[config.mk]
export PLATFORM = sky130hd
export DESIGN_NAME = motion_alarm_ctrl
export DESIGN_NICKNAME = d
export VERILOG_FILES = /design/src/rtl/motion_alarm_ctrl.sv
export SDC_FILE = /design/constraint.sdc
export NUM_CORES = 1
export LEC_CHECK = 0
export ABC_CLOCK_PERIOD_IN_PS = 2900
export BUFFER_PORTS_ARGS = -buffer_cell sky130_fd_sc_hd__buf_2
export CAP_MARGIN = 20
export CORE_MARGIN = 4
export CORE_UTILIZATION = 35
export CTS_CLUSTER_DIAMETER = 120
export DETAILED_ROUTE_END_ITERATION = 12
export GPL_TIMING_DRIVEN = 0
export PLACE_DENSITY = 0.47
export REMOVE_ABC_BUFFERS = 1
export SETUP_SLACK_MARGIN = 0.15
export SYNTH_ARGS = -nofsm -noshare
export SYNTH_HDL_FRONTEND = slang
export SYNTH_SLANG_ARGS = --single-unit
export TNS_END_PERCENT = 50
[constraint.sdc]
create_clock -name clk -period 2.9 [get_ports clk]
set_input_delay 0.58 -clock clk [delete_from_list [all_inputs] [get_ports clk]]
set_output_delay 0.58 -clock clk [all_outputs]
set_load 0.05 [all_outputs]
[src/rtl/motion_alarm_ctrl.sv]
// Motion alarm qualifier: per-camera arm/hold FSMs evaluated at frame boundaries,
// blinking border-overlay enables for the RGB mux, and saturating raise counters.
//
// state   | meaning
// --------+-----------------------------------------------------------
// S_IDLE  | no alarm, no motion run in progress
// S_ARM   | counting consecutive motion frames toward ARM_FRAMES
// S_ALARM | alarm asserted, current frame had motion
// S_HOLD  | alarm asserted, counting down motion-free frames
module motion_alarm_ctrl #(
    parameter int ARM_FRAMES   = 3,
    parameter int HOLD_FRAMES  = 8,
    parameter int BLINK_FRAMES = 4
) (
    input  logic        clk,
    input  logic        reset,
    input  logic        frame_tick,
    input  logic        enable,
    input  logic [1:0]  motion_raw,
    input  logic        clr_count,
    output logic [1:0]  alarm,
    output logic [1:0]  overlay_en,
    output logic [1:0]  alarm_rise,
    output logic [15:0] event_count
);

    typedef enum logic [1:0] {S_IDLE, S_ARM, S_ALARM, S_HOLD} state_e;

    localparam logic [3:0] ARM_LAST   = 4'(ARM_FRAMES);
    localparam logic [7:0] HOLD_LOAD  = 8'(HOLD_FRAMES - 1);
    localparam logic [7:0] BLINK_LAST = 8'(BLINK_FRAMES - 1);

    state_e     state_q    [2];
    state_e     state_d    [2];
    logic [3:0] arm_cnt_q  [2];
    logic [3:0] arm_cnt_d  [2];
    logic [7:0] hold_cnt_q [2];
    logic [7:0] hold_cnt_d [2];
    logic [7:0] evt_q      [2];
    logic [7:0] evt_d      [2];
    logic [1:0] seen_q, seen_d;
    logic [1:0] alarm_q, alarm_d;
    logic [1:0] rise_q, rise_d;
    logic [7:0] blink_cnt_q, blink_cnt_d;
    logic       blink_phase_q, blink_phase_d;
    logic [1:0] frame_hit;

    // Per-channel frame qualification, FSM next state and raise counting.
    always_comb begin
        frame_hit = seen_q | motion_raw;
        if (!enable)
            seen_d = 2'b00;
        else if (frame_tick)
            seen_d = 2'b00;
        else
            seen_d = seen_q | motion_raw;

        for (int i = 0; i < 2; i++) begin
            state_d[i]    = state_q[i];
            arm_cnt_d[i]  = arm_cnt_q[i];
            hold_cnt_d[i] = hold_cnt_q[i];
            if (!enable) begin
                state_d[i]    = S_IDLE;
                arm_cnt_d[i]  = 4'd0;
                hold_cnt_d[i] = 8'd0;
            end else if (frame_tick) begin
                case (state_q[i])
                    S_IDLE: begin
                        if (frame_hit[i]) begin
                            if (ARM_FRAMES == 1) begin
                                state_d[i] = S_ALARM;
                            end else begin
                                state_d[i]   = S_ARM;
                                arm_cnt_d[i] = 4'd1;
                            end
                        end
                    end
                    S_ARM: begin
                        if (!frame_hit[i]) begin
                            state_d[i]   = S_IDLE;
                            arm_cnt_d[i] = 4'd0;
                        end else if (arm_cnt_q[i] + 4'd1 == ARM_LAST) begin
                            state_d[i]   = S_ALARM;
                            arm_cnt_d[i] = 4'd0;
                        end else begin
                            arm_cnt_d[i] = arm_cnt_q[i] + 4'd1;
                        end
                    end
                    S_ALARM: begin
                        if (!frame_hit[i]) begin
                            if (HOLD_FRAMES == 0) begin
                                state_d[i] = S_IDLE;
                            end else begin
                                state_d[i]    = S_HOLD;
                                hold_cnt_d[i] = HOLD_LOAD;
                            end
                        end
                    end
                    S_HOLD: begin
                        if (frame_hit[i]) begin
                            state_d[i]    = S_ALARM;
                            hold_cnt_d[i] = 8'd0;
                        end else if (hold_cnt_q[i] == 8'd0) begin
                            state_d[i] = S_IDLE;
                        end else begin
                            hold_cnt_d[i] = hold_cnt_q[i] - 8'd1;
                        end
                    end
                    default: state_d[i] = S_IDLE;
                endcase
            end

            alarm_d[i] = (state_d[i] == S_ALARM) || (state_d[i] == S_HOLD);
            rise_d[i]  = alarm_d[i] & ~alarm_q[i];

            evt_d[i] = evt_q[i];
            if (clr_count)
                evt_d[i] = 8'd0;
            else if (rise_d[i] && (evt_q[i] != 8'hFF))
                evt_d[i] = evt_q[i] + 8'd1;
        end
    end

    // Shared blink timer; parked at visible phase while no channel is alarming.
    always_comb begin
        blink_cnt_d   = blink_cnt_q;
        blink_phase_d = blink_phase_q;
        if (alarm_q == 2'b00) begin
            blink_cnt_d   = 8'd0;
            blink_phase_d = 1'b1;
        end else if (enable && frame_tick && (BLINK_FRAMES != 0)) begin
            if (blink_cnt_q == BLINK_LAST) begin
                blink_cnt_d   = 8'd0;
                blink_phase_d = ~blink_phase_q;
            end else begin
                blink_cnt_d = blink_cnt_q + 8'd1;
            end
        end
    end

    // State and output registers.
    always_ff @(posedge clk or posedge reset) begin
        if (reset) begin
            for (int i = 0; i < 2; i++) begin
                state_q[i]    <= S_IDLE;
                arm_cnt_q[i]  <= 4'd0;
                hold_cnt_q[i] <= 8'd0;
                evt_q[i]      <= 8'd0;
            end
            seen_q        <= 2'b00;
            alarm_q       <= 2'b00;
            rise_q        <= 2'b00;
            blink_cnt_q   <= 8'd0;
            blink_phase_q <= 1'b1;
        end else begin
            for (int i = 0; i < 2; i++) begin
                state_q[i]    <= state_d[i];
                arm_cnt_q[i]  <= arm_cnt_d[i];
                hold_cnt_q[i] <= hold_cnt_d[i];
                evt_q[i]      <= evt_d[i];
            end
            seen_q        <= seen_d;
            alarm_q       <= alarm_d;
            rise_q        <= rise_d;
            blink_cnt_q   <= blink_cnt_d;
            blink_phase_q <= blink_phase_d;
        end
    end

    assign alarm       = alarm_q;
    assign overlay_en  = alarm_q & {2{blink_phase_q}};
    assign alarm_rise  = rise_q;
    assign event_count = {evt_q[1], evt_q[0]};

endmodule

# After elaboration in Yosys (flattened, before gate mapping)
# Index checks and enable logic that the tools add are counted.
[totals] ff_bits=59 out_inout_bits=22 mem_bits_rw=0 mem_count=0 rom_bits=0 word_cells=126 latchBits=0
[op_classes] multipliers=0 magnitude_cmp=0 n_reduce_logical=19 addsub=7 n_eq_ne=26 div=0 mux=54 bitwise=7 shifts=0
[op_table] operator="2-to-1 mux 8 bit" n=17
[op_table] operator="2-to-1 mux 4 bit" n=10
[op_table] operator="2-to-1 mux 2 bit" n=18
[op_table] operator="case mux 8 bit (2 select lines)" n=2
[op_table] operator="adder 8 x 1 -> 8 bit (second input constant)" n=3
[op_table] operator="equality test 2 bit (second input constant)" n=8
[op_table] operator="zero test 8 bit" n=2
[op_table] operator="!= test 8 bit (second input constant)" n=2
[op_table] operator="case mux 2 bit (4 select lines)" n=2
[op_table] operator="case mux 4 bit (2 select lines)" n=2
[op_table] operator="subtractor 8 x 1 -> 8 bit (second input constant)" n=2
[op_table] operator="!= test 3 x 1 -> 1 bit (second input constant)" n=4
[op_table] operator="!= test 3 bit (second input constant)" n=4
[op_table] operator="adder 4 x 1 -> 4 bit (second input constant)" n=2
[op_table] operator="equality test 4 x 2 -> 1 bit (second input constant)" n=2
[op_table] operator="equality test 8 x 2 -> 1 bit (second input constant)" n=1
[op_table] operator="!= test 4 bit (second input constant)" n=2
[op_table] operator="AND reduction 4 bit" n=2
[op_table] operator="nonzero test 2 bit" n=4
[op_table] operator="zero test 2 bit" n=3
[op_table] operator="AND reduction 3 bit" n=2
[op_table] operator="equality test 2 x 1 -> 1 bit (second input constant)" n=2
[op_table] operator="logical AND 1 bit" n=3
[op_table] operator="2-to-1 mux 1 bit" n=3
[op_table] operator="other kinds (7)" n=11

# Logic depth before layout (Yosys ltp)
[logic_depth] word_depth=13 depth_mapped=10 ltp_nobuf=9

# Worst setup path after synthesis
# OpenSTA, ideal clock, no wires.
[synth_path] path_kind="register -> register" from="register hold_cnt_q[12] (netlist name)" to="register evt_q, in the netlist event_count[2]" stages_incl_launch_ff=9 period_less_slack_ps=2155 arrival_ps=2028 t_required_ps=2773 slack_ps=745 n_path_buf=1 setup_time_ps=127 cell_sequence="dfrtp_1 -> or4_4 -> nor4_4 -> a31oi_1 -> a21oi_2 -> buf_6 -> inv_4 -> nand3_2 -> mux2_1"
[synth_lines] element="start, declared" line_no="37" text="logic [7:0] hold_cnt_q [2];"
[synth_lines] element="start signal, assigned by index" line_no="159" text="hold_cnt_q[i] <= hold_cnt_d[i];"
[synth_lines] element="end signal, assigned by index" line_no="160" text="evt_q[i] <= evt_d[i];"
[synth_lines] element="end, declared" line_no="39" text="logic [7:0] evt_q [2];"

==> out/qor.csv <==
metric,value,unit
status,completed,
fin crit period,2.57,ns
crit-path cells,or4_4 > nor4_4 > a31oi_1 > a21oi_2 > inv_4 > nand3_2 > mux2_1,
GR Util met1,18.7,%
maximum VDD drop,147,uV
dpl cell area,3660,sq um
Startpoint Class,register,
H-tree depth,3,
largest family of logic cells by synthesized area,simple AND/OR/NAND/NOR gates,
Max Fclk,390,MHz
FF-to-FF End,event_count[2],
Port Buffers,28,
leakage power,1.68,nW
final hold vios,0,
simple-gate share of the synthesized area,25.9,%
crit-path max cell delay,0.57,ns
Avg Vias per Cell,5.21,
FF-to-FF Start,hold_cnt_q[12],
Worst R2R Setup Slack,0.33,ns
Final ANT Viol Nets,0,
"Max stage delay cell, worst path",or4_4,
share of layout cells above drive strength 1,17.7,%
vias in the first global route,2691,
GRT busiest layer,met2,
post-cts repair resize count,0,
Detail Placement HPWL,5210,microns
Netlist Area Pre-Place,3410,sq um
top-area cell type share of the netlist area,42.6,%
Syn Area/Cell,9.17,sq um
Die ar.,11400,sq um
Max-Cap Viols,0,
Pins Over Slew Limit,0,
Die Ht,107,microns
Post-Synth XOR/XNOR Area,3.34,%
ANT cells,0,
length of the first detailed-routing pass in iterations,4,
Setup WS pre-CTS,0.0754,ns
Synth Warn #,0,
setup ws final,0.335,ns
R2R depth,7,
initial core utilization,36.4,%
CTS tree,yes,
Overall Power,0.00169,W
final setup vio count,0,
CP required,3.12,ns
fraction of registers with async set/reset,100,%
Slew @ Worst Pin,0.846,ns
largest net degree at the start of global routing,33,
RSZ-0062 raised after global routing,no,
GRT Resource Usage Total,14.1,%
PD cells,441,nW/um^2
Slew HR,42.9,%
final net count,413,
Post-Synthesis Cells,372,
via count,2759,
gpl congestion,0.780,
Num CTS Buffers,9,
"Arr. time, crit path",2.79,ns
Fin Clk Skew,0.00966,ns
root buffer cell,clkbuf_8,
total gr overflow,0,
synth top area cells,"dfrtp_1 43%, nor2_1 5.6%, o21ai_0 4.3%",
Yosys cell types,63,
Critical Path Sink Type,register,
final period utilization,88.5,%
top cell type by total area after synthesis,dfrtp_1,
M3 GR Usage,3.79,%
"Hold-fix buffers, CTS",0,
fraction of the mapped netlist area in adder cells,3.67,%
Avg WL per Cell,14.1,microns
Post-synth EDFFs,0,
initial antenna violation count,0,
setup bufs post-CTS,0,
post-synthesis compound-gate area fraction,17.2,%
insertion delay to the later sink of the worst-skew pair,0.34,ns
ys flop type,dfrtp_1,
total core area,9370,sq um
Die X-Extent,107,microns
"Seq/Total Area, Yosys",43.3,%
# rows,35,
I/O pin count,29,
drt initial violations,91,
Final Util,40.9,%
grt met2 use,22.2,%
Setup Crit Path Kind,register to register,
CTS clock-pin slew for the worst setup and hold paths,0.07,ns
Final Cell Area,3840,sq um
mux cell area share after synthesis,2.39,%
post-synthesis register bit count,59,
Post-Route WL,7500,microns
first-pass GRT wire length,13000,microns
"Max FO, Critical Path",13,
hold crit path type,input port to asynchronous set/reset pin,
Post-route DRC,0,
synthesis-to-finish area growth,12.5,%
CTS sink cnt,59,
clock buffer depth,2,
-- cell families (layout without fill, tap and decap cells) --
group	after synthesis	after routing
compound gates	89	89
xor+xnor	13	13
fa+ha+maj	10	10
buf+inv	33	62
flops	59	59
mux	7	7
simple gates	161	161
-- worst max path at each step --
| stage | from | endpoint | slack (ns) | depth (start not counted) |
|---|---|---|---|---|
| finish | hold_cnt_q[12] | event_count[2] | 0.33 | 7 |
| global route | hold_cnt_q[12] | event_count[2] | 0.17 | 7 |
| CTS | hold_cnt_q[12] | event_count[2] | 0.32 | 7 |
| detailed placement | enable | event_count[13] | 0.08 | 6 |
| global placement | reset | event_count[0] | -0.13 | 2 |
| floorplan | blink_cnt_q[0] | blink_cnt_q[4] | 0.52 | 6 |
-- final cells by class --
class	count	area (sq um)
well taps	129	161
fillers	964	5540
clock buffers	14	163
flip-flops and latches	59	1480
inverters	16	62.6
repair buffers	30	165
multi-input cells	280	1800
clock inverters	2	10.0
-- worst max-delay path: cells and delay by family (launching register included) --
kind                   cells  cell delay, ns
AOI/OAI and AO/OA          2            0.66
DFF                        1            0.42
muxes                      1            0.31
buffers and inverters      1            0.11
and+or+nand+nor            3            0.96
-- per-layer routing --
layer / share of wire, % / wire length, microns
met5: 0 / 0
met4: 1.5 / 110
met3: 3.7 / 279
met2: 46 / 3450
met1: 49 / 3660
-- Yosys cell counts (3+ instances only) --
master	count
o21ai_0	29
nand3b_1	3
nand4_1	7
nand4b_1	3
a21oi_1	15
mux2_1	4
nor4_1	4
a211oi_1	4
nand2b_1	5
o31ai_1	10
nor2_1	51
nor2b_1	8
or2_2	6
or3_1	3
or4_1	3
inv_1	15
dfrtp_1	58
nand2_1	28
a31oi_1	5
clkbuf_1	14
ha_1	10
and2_1	5
nand3_1	17
xnor2_1	3
xor2_1	10
-- registers in the layout, indices dropped and copies added, names as in the netlist --
signal,flops
blink_phase_q,1
alarm_rise,2
hold_cnt_q,16
blink_cnt_q,8
state_q,4
seen_q,2
event_count,16
alarm,2
arm_cnt_q,8
-- per-stage QoR --
stage | hold slack [ns] | setup TNS [ns] | instances
after floorplan | 0.443 | 0 | 355
after global placement | 0.475 | -7.68 | 512
after detailed placement | 0.480 | 0 | 513
after CTS | 0.385 | 0 | 529
after global routing | 0.410 | 0 | 530
final | 0.360 | 0 | 530
-- where the power goes --
group	leakage, nW	switching [W]	internal (W)
Clock	0.0905	0.000324	0.000355
Sequential	0.809	0.0000239	0.000841
Combinational	0.780	0.0000941	0.0000537
Total	1.68	0.000442	0.00125
-- cells in the final DEF, fill, tap and decap left out, types with 11 or more instances in the layout --
master,n
a21oi_1,15
buf_2,29
clkbuf_8,11
dfrtp_1,58
inv_1,14
nand2_1,28
nand3_1,17
nor2_1,51
o21ai_0,29
No activity file was read; power rests on OpenSTA's default activity.
